--- config.mk ---
export PLATFORM = sky130hd
export DESIGN_NAME = shared_unit_arbiter
export DESIGN_NICKNAME = d
export VERILOG_FILES = /design/src/rtl/shared_unit_arbiter.sv
export SDC_FILE = /design/constraint.sdc
export NUM_CORES = 1
export LEC_CHECK = 0
export BUFFER_PORTS_ARGS = -buffer_cell sky130_fd_sc_hd__buf_2
export CORE_ASPECT_RATIO = 1.75
export CORE_MARGIN = 2
export CORE_UTILIZATION = 47
export CTS_BUF_LIST = sky130_fd_sc_hd__clkbuf_16
export DETAILED_ROUTE_END_ITERATION = 10
export GPL_ROUTABILITY_DRIVEN = 0
export MAX_ROUTING_LAYER = met4
export PLACE_DENSITY = 0.8
export SLEW_MARGIN = 30
export SYNTH_ARGS = -nofsm -noshare
export SYNTH_HDL_FRONTEND = slang
export SYNTH_SLANG_ARGS = --single-unit
--- constraint.sdc ---
create_clock -name clock -period 2.35 [get_ports clock]
set_input_delay 0.235 -clock clock [delete_from_list [all_inputs] [get_ports clock]]
set_output_delay 0.235 -clock clock [all_outputs]
set_load 0.005 [all_outputs]
--- src/rtl/shared_unit_arbiter.sv ---
// Round-robin arbiter that shares one start/done compute unit between N requesters.
// Forwards the winner's operands, pulses start, waits for done or timeout, and acks.
module shared_unit_arbiter #(
   parameter int N       = 4,
   parameter int WIDTH   = 8,
   parameter int TIMEOUT = 255
) (
   input  logic                 clock,
   input  logic                 reset,
   input  logic [N-1:0]         req,
   input  logic [N*WIDTH-1:0]   op_a_in,
   input  logic [N*WIDTH-1:0]   op_b_in,
   input  logic                 unit_done,
   input  logic [2*WIDTH-1:0]   unit_result,
   output logic                 unit_start,
   output logic [WIDTH-1:0]     unit_a,
   output logic [WIDTH-1:0]     unit_b,
   output logic [N-1:0]         grant,
   output logic [N-1:0]         ack,
   output logic [2*WIDTH-1:0]   result,
   output logic                 error,
   output logic                 busy
);

   localparam int IW  = (N > 1) ? $clog2(N) : 1;
   localparam int IW1 = IW + 1;
   localparam int TW  = (TIMEOUT > 1) ? $clog2(TIMEOUT + 1) : 1;
   localparam logic [TW-1:0] TMAX = TW'(TIMEOUT);
   localparam logic [N-1:0]  ONE  = N'(1);

   // Handshake: unit_start is a one-cycle pulse with unit_a/unit_b stable from then on;
   // unit_done is honoured only in WAIT, and unit_result is taken in that same cycle.
   typedef enum logic [1:0] {S_IDLE, S_ISSUE, S_WAIT, S_RESPOND} state_t;

   state_t          state;
   logic [IW-1:0]   ptr;
   logic [IW-1:0]   sel;
   logic [TW-1:0]   timer;
   logic [WIDTH-1:0] a_arr [N];
   logic [WIDTH-1:0] b_arr [N];
   logic            pick_found;
   logic [IW-1:0]   pick_idx;
   logic [IW1-1:0]  pick_s;

   for (genvar i = 0; i < N; i++) begin : g_unpack
      assign a_arr[i] = op_a_in[i*WIDTH +: WIDTH];
      assign b_arr[i] = op_b_in[i*WIDTH +: WIDTH];
   end

   // First set request scanning ptr, ptr+1, ... with wrap at N.
   always_comb begin
      pick_found = 1'b0;
      pick_idx   = '0;
      pick_s     = '0;
      for (int k = 0; k < N; k++) begin
         pick_s = {1'b0, ptr} + IW1'(k);
         if (pick_s >= IW1'(N)) pick_s = pick_s - IW1'(N);
         if (!pick_found && req[pick_s[IW-1:0]]) begin
            pick_found = 1'b1;
            pick_idx   = pick_s[IW-1:0];
         end
      end
   end

   always_ff @(posedge clock or posedge reset) begin
      if (reset) begin
         state      <= S_IDLE;
         ptr        <= '0;
         sel        <= '0;
         timer      <= '0;
         unit_start <= 1'b0;
         unit_a     <= '0;
         unit_b     <= '0;
         grant      <= '0;
         ack        <= '0;
         result     <= '0;
         error      <= 1'b0;
         busy       <= 1'b0;
      end else begin
         case (state)
            S_IDLE: begin
               if (pick_found) begin
                  sel        <= pick_idx;
                  unit_a     <= a_arr[pick_idx];
                  unit_b     <= b_arr[pick_idx];
                  grant      <= ONE << pick_idx;
                  unit_start <= 1'b1;
                  busy       <= 1'b1;
                  state      <= S_ISSUE;
               end
            end
            S_ISSUE: begin
               unit_start <= 1'b0;
               timer      <= '0;
               error      <= 1'b0;
               state      <= S_WAIT;
            end
            S_WAIT: begin
               // Done wins over a coinciding timeout; the timer stops at TMAX.
               if (unit_done) begin
                  result <= unit_result;
                  ack    <= grant;
                  state  <= S_RESPOND;
               end else if (timer == TMAX) begin
                  result <= '0;
                  error  <= 1'b1;
                  ack    <= grant;
                  state  <= S_RESPOND;
               end else begin
                  timer <= timer + TW'(1);
               end
            end
            S_RESPOND: begin
               ack   <= '0;
               grant <= '0;
               busy  <= 1'b0;
               ptr   <= (sel == IW'(N - 1)) ? '0 : sel + IW'(1);
               state <= S_IDLE;
            end
            default: state <= S_IDLE;
         endcase
      end
   end

endmodule

# Yosys cells after proc, flatten, opt, wreduce, memory -nomap -nowiden
# Cells that the tools add are included.
[totals]
mem_bits_rw = 0
out_inout_bits = 43
reg_bits = 57
in_bits = 87
latchBits = 0
word_cells = 109
rom_bits = 0
memories = 0
[classes]
div = 0
n_bitwise = 1
n_mul = 0
eq_ne = 10
addsub = 9
n_reduce_logical = 20
shift = 1
muxes = 47
order_cmp = 9
[op_table]
columns = ["operator", "n"]
rows = [
  ["8-bit two-way mux", 6],
  ["8-bit binary-select mux with 2-bit select", 2],
  ["16-bit two-way mux", 2],
  ["2-bit two-way mux", 12],
  ["4-bit one-hot mux with 2 select lines", 2],
  ["8-bit one-hot mux with 2 select lines", 1],
  ["3-bit greater-or-equal comparator, second input constant", 4],
  ["2-bit by 3-bit less-than comparator with 1-bit output, second input constant", 4],
  ["4-bit two-way mux", 3],
  ["2-bit AND reduction", 6],
  ["1-bit two-way mux", 11],
  ["2-bit nonzero test", 5],
  ["8-bit by 1-bit adder with 8-bit output, second input constant", 1],
  ["1-bit binary-select mux with 2-bit select", 4],
  ["8-bit == test, second input constant", 1],
  ["2-bit != test, second input constant", 4],
  ["2-bit one-hot mux with 4 select lines", 1],
  ["2-bit by 1-bit subtractor with 2-bit output, second input constant", 4],
  ["2-bit by 2-bit adder with 3-bit output, second input constant", 2],
  ["2-bit == test, second input constant", 3],
  ["1-bit one-hot mux with 2 select lines", 3],
  ["3-bit AND reduction", 2],
  ["1-bit by 2-bit left shift with 4-bit output, first input constant", 1],
  ["2-bit by 1-bit adder with 3-bit output, second input constant", 1],
  ["other kinds (8)", 12],
]

# Logic depth before layout (Yosys ltp)
[logic_depth]
word_depth = 18
mapped_depth = 8
depth_no_buf = 7

# Worst setup path after synthesis
# OpenSTA, ideal clock, no wires.
[synth_timing]
path_type = "flip-flop to flip-flop"
start = "reg state[0]"
end = "reg timer[3]"
setup_time_ns = 0.077
required_time_ns = 2.273
arrival_time_ns = 1.585
n_path_buf = 0
period_less_slack_ns = 1.662
stages_incl_launch_ff = 7
path_slack_ns = 0.688
cell_sequence = "dfrtp_1 -> inv_1 -> ha_1 -> nor2b_1 -> o21ai_2 -> or3_1 -> a21oi_1"
[synth_via]
elab_chain_len = 3
word_cells_on_any_way = 7
cone_classes = "eq/ne (4); mux (1); reduce/logical (2)"
[synth_rtl]
columns = ["item", "line", "source"]
rows = [
  ["start: declaration", "35", "state_t state;"],
  ["start signal: assignment", "67", "state <= S_IDLE;"],
  ["start signal: assignment", "89", "state <= S_ISSUE;"],
  ["start signal: assignment", "96", "state <= S_WAIT;"],
  ["2-bit == test or 2-bit by 1-bit == test with 1-bit output (tied branches)", "80", "case (state)"],
  ["2-bit != test (no source line) or 2-bit nonzero test (tied branches)", "-", ""],
  ["3-bit AND reduction (no source line)", "-", ""],
  ["end signal: assignment", "110", "timer <= timer + TW'(1);"],
  ["end: declaration", "38", "logic [TW-1:0] timer;"],
]
# Several ways; a longest one is shown, not always the timed one.
# A chain may end at the register's enable or synchronous reset.

# Final worst setup path
[layout_timing]
start = "reg state[1]"
end = "reg unit_a[6]"
[layout_via]
elab_chain_len = 2
[layout_rtl]
columns = ["item", "line", "source"]
rows = [
  ["2-bit logical NOT", "80", ""],
  ["2-bit AND reduction (no source line)", "-", ""],
  ["end signal: assignment", "84", "unit_a <= a_arr[pick_idx];"],
  ["end: declaration", "16", "output logic [WIDTH-1:0] unit_a,"],
]
# No other way between the ends.

==> results by group <==
STA
  • Slew @ Worst Pin: ~0.90 ns
  • Setup ws final: 0.268 ns
  • Max_slew headroom: 0.400
  • Period utilization: 0.886
  • RSZ-0062 raised after global routing: false
  • Final Hold Fails: 0
  • Final min period: about 2.1 ns
  • FMAX: 0.480 GHz
  • Final setup viols: 0
  • TNS Setup: 0 ns
  • Final Skew: 0.00524 ns
  • Final Max Tran Viols: 0

Synthesis
  • Sequential fraction of the synthesis area: 0.510
  • Top cell type's share of synthesized area: 0.510
  • Mean area per synthesized cell: 10.2 um2
  • Asr flop ratio synth: 1.00
  • Synth area leaders: dfrtp_1 (51%), a22o_1 (6.9%), a21oi_1 (6.6%)
  • Adder-cell share of the synthesized area: 0.0313
  • Mux share of post-synthesis cell area: 0.00358
  • Syn Std Cell Area: 2800 um2
  • Post-synthesis xor/xnor area fraction: 0.0125
  • #FFs+latches synth: 57
  • Unique masters post-synth: 39
  • Compound-Gate Fraction of Synth Area: 0.268
  • Largest family of logic cells by synthesized area: compound AO/OA/AOI/OAI gates
  • Post-Syn Instances: approximately 270
  • Post-synthesis net count: 368
  • Post-synth EDFFs: 0
  • Ys flop type: dfrtp_1
  • Synth Area in Simple Gates: 0.125
  • Synthesis Warnings: 0
  • Yosys top cell by area: dfrtp_1

Clocking
  • CTS tree: yes
  • TritonCTS Buffers: 9
  • Hold-fix buffers at CTS: 0
  • Clock transition at path regs: 0.05 ns
  • CTS root buffer: clkbuf_16
  • # H-tree levels: 3
  • Worst skew pair latency: 0.33 ns
  • Post-CTS setup buffers: 0
  • Post-CTS sizing: 0
  • Clk buf depth: 2
  • Clock sink count: 57

Critical path
  • CP arrival: 2.33 ns
  • CP Capture Type: flip-flop
  • Crit Path Max Fanout: 12
  • CP max stage delay: 0.74 ns
  • CP Launch Type: flip-flop
  • CP Cell Sequence: inv_1, ha_1, nor2b_1, buf_4, nor2_1, a21oi_1
  • CP top delay family: simple AND/OR/NAND/NOR gates
  • Worst EP required: approximately 2.6 ns
  • FF-to-FF End: unit_a[6]$_DFFE_PP0P_
  • Reg-to-reg slack, setup: 0.27 ns
  • Critical Path Slowest Stage Cell: nor2b_1
  • Reg2reg path depth: 6
  • Reg2Reg Launch Point: state[1]$_DFFE_PP0P_
  • WP buf/inv: 2
  • Crit path kind: reg -> reg
  • Worst Setup SP: state[1]$_DFFE_PP0P_

Drt
  • Initial drt markers: 182
  • Post-DR vias/cell: around 5.6
  • Drt drc: 0
  • DR pass1 iterations: 8
  • Vias: 2697
  • WL final: 7430 um
  • WL/cell: 15.4 um
  • Routed Antenna Nets: 0

Finish
  • Fin util: 0.647
  • Footprint of the multi-input gates: 1230 um2
  • # fillers: 499
  • Nets: 493
  • Ratio of cells with drive above 1 in the final layout: 0.399
  • Register Area: 1430 um2
  • Ant diodes: 0
  • Post-route cell area: 3770 um2
  • Area Growth Syn to Fin: 34.9%

Global routing
  • Vias in the first global route: 2656
  • GRT Residual Overflow: 0
  • Initial antenna violation count: 0
  • Total GRT Usage: 0.246
  • Largest net degree at the start of global routing: between 50 and 60
  • Global-route wire length before repair: approximately 12000 um

Floorplan
  • DIE WIDTH: 62.3 um
  • Die Y: 106 um
  • Die area: between 6000 and 7000 um2
  • IO Count: 130
  • Site row count: 37
  • Core Region: 5830 um2
  • Initial Utilization: 0.479

Pwr
  • Power Density: 1300 nW/um2
  • Static Leak: 1.87 nW
  • Peak supply drop: roughly 0.74 mV

Flow run
  • Max_cap viols: 0

Placed design
  • PortBufs: ~130
  • Place WS: 0.278 ns
  • Area after DPL: ~3500 um2
  • DPL Wire Length: 5360 um

Worst hold path
  • Hold WC Path Type: in -> async

Run status
  • Status: finished, final reports clean
[worst min-delay path: stages]
cell	delay, ns
buf_2	0.10
inv_2	0.03
buf_4	0.55
[report_power, final]
| part | total [W] | switching (W) | internal (W) |
|---|---|---|---|
| combinational | 0.00184 | 0.000997 | 0.000841 |
| clock | 0.00139 | 0.000465 | 0.000926 |
| sequential | 0.00169 | 0.000290 | 0.00140 |
| total | 0.00492 | 0.00175 | 0.00316 |
[cell usage after synthesis (all sizes together), types with 5 or more instances]
master	n
dfrtp	57
a21oi	37
nor2	31
a22o	23
o21ai	20
a222oi	16
nand2	16
buf	14
ha	7
nor2b	7
inv	6
nand3	6
clkbuf	5
nor3	5
[metal layers]
layer,vias up,wire [um],track usage
met5,-,0,-
met3,25,308,0.0466
li1,1271,-,-
met2,118,3970,0.420
met1,1283,2870,0.273
met4,0,282,0.125
[how the worst max path moves through the flow]
stage,end,slack (ns),cells after the start
3_5_place_dp,unit_a[6]$_DFFE_PP0P_,0.28,6
6_report,unit_a[6]$_DFFE_PP0P_,0.27,6
2_1_floorplan,timer[3]$_DFFE_PP0P_,0.69,6
5_1_grt,unit_a[6]$_DFFE_PP0P_,0.06,6
3_3_place_gp,unit_b[7]$_DFFE_PP0P_,0.44,6
4_1_cts,unit_a[6]$_DFFE_PP0P_,0.27,6
[state kept, by name (all words and copies together), names as in the netlist, 2 cells and up]
| register | flops |
|---|---|
| result | 16 |
| timer | 8 |
| unit_a | 8 |
| unit_b | 8 |
| ack | 4 |
| grant | 4 |
| ptr | 2 |
| sel | 2 |
| state | 2 |
[final cells by class]
type / instances / share of cell area
clock buffers: 9 / 0.0597
clock inverters: 7 / 0.0249
inverters: 6 / 0.00597
multi-input cells: 192 / 0.326
flip-flops and latches: 57 / 0.378
well taps: 78 / 0.0259
repair buffers: 133 / 0.179
[stage by stage]
step                total power, W  instances  hold slack, ns
floorplan                  0.00285        274           0.368
global placement           0.00345        466           0.453
detailed placement         0.00353        466           0.457
CTS                        0.00494        482           0.115
global route               0.00525        482           0.129
finish                     0.00492        482          0.0997
[layout by cell type, fill, tap and decap left out, drive strengths merged, types with 5 or more instances in the layout]
cell      n
nor2     31
nor3      5
ha        7
nor2b     7
a222oi   16
buf     133
o21ai    20
nand3     6
a21oi    37
nand2    16
inv       7
dfrtp    57
a22o     23
clkbuf    9
[kinds of logic (layout without fill, tap and decap cells)]
| kind of cell | count (synthesis) | count (layout) |
|---|---|---|
| adder cells (fa/ha/maj) | 7 | 7 |
| XOR/XNOR | 4 | 4 |
| AO/OA/AOI/OAI | 105 | 105 |
| AND/OR/NAND/NOR | 75 | 75 |
| buffers and inverters | 25 | 155 |
| multiplexers | 1 | 1 |
| flip-flops | 57 | 57 |
(Power assumes the default switching activity.)
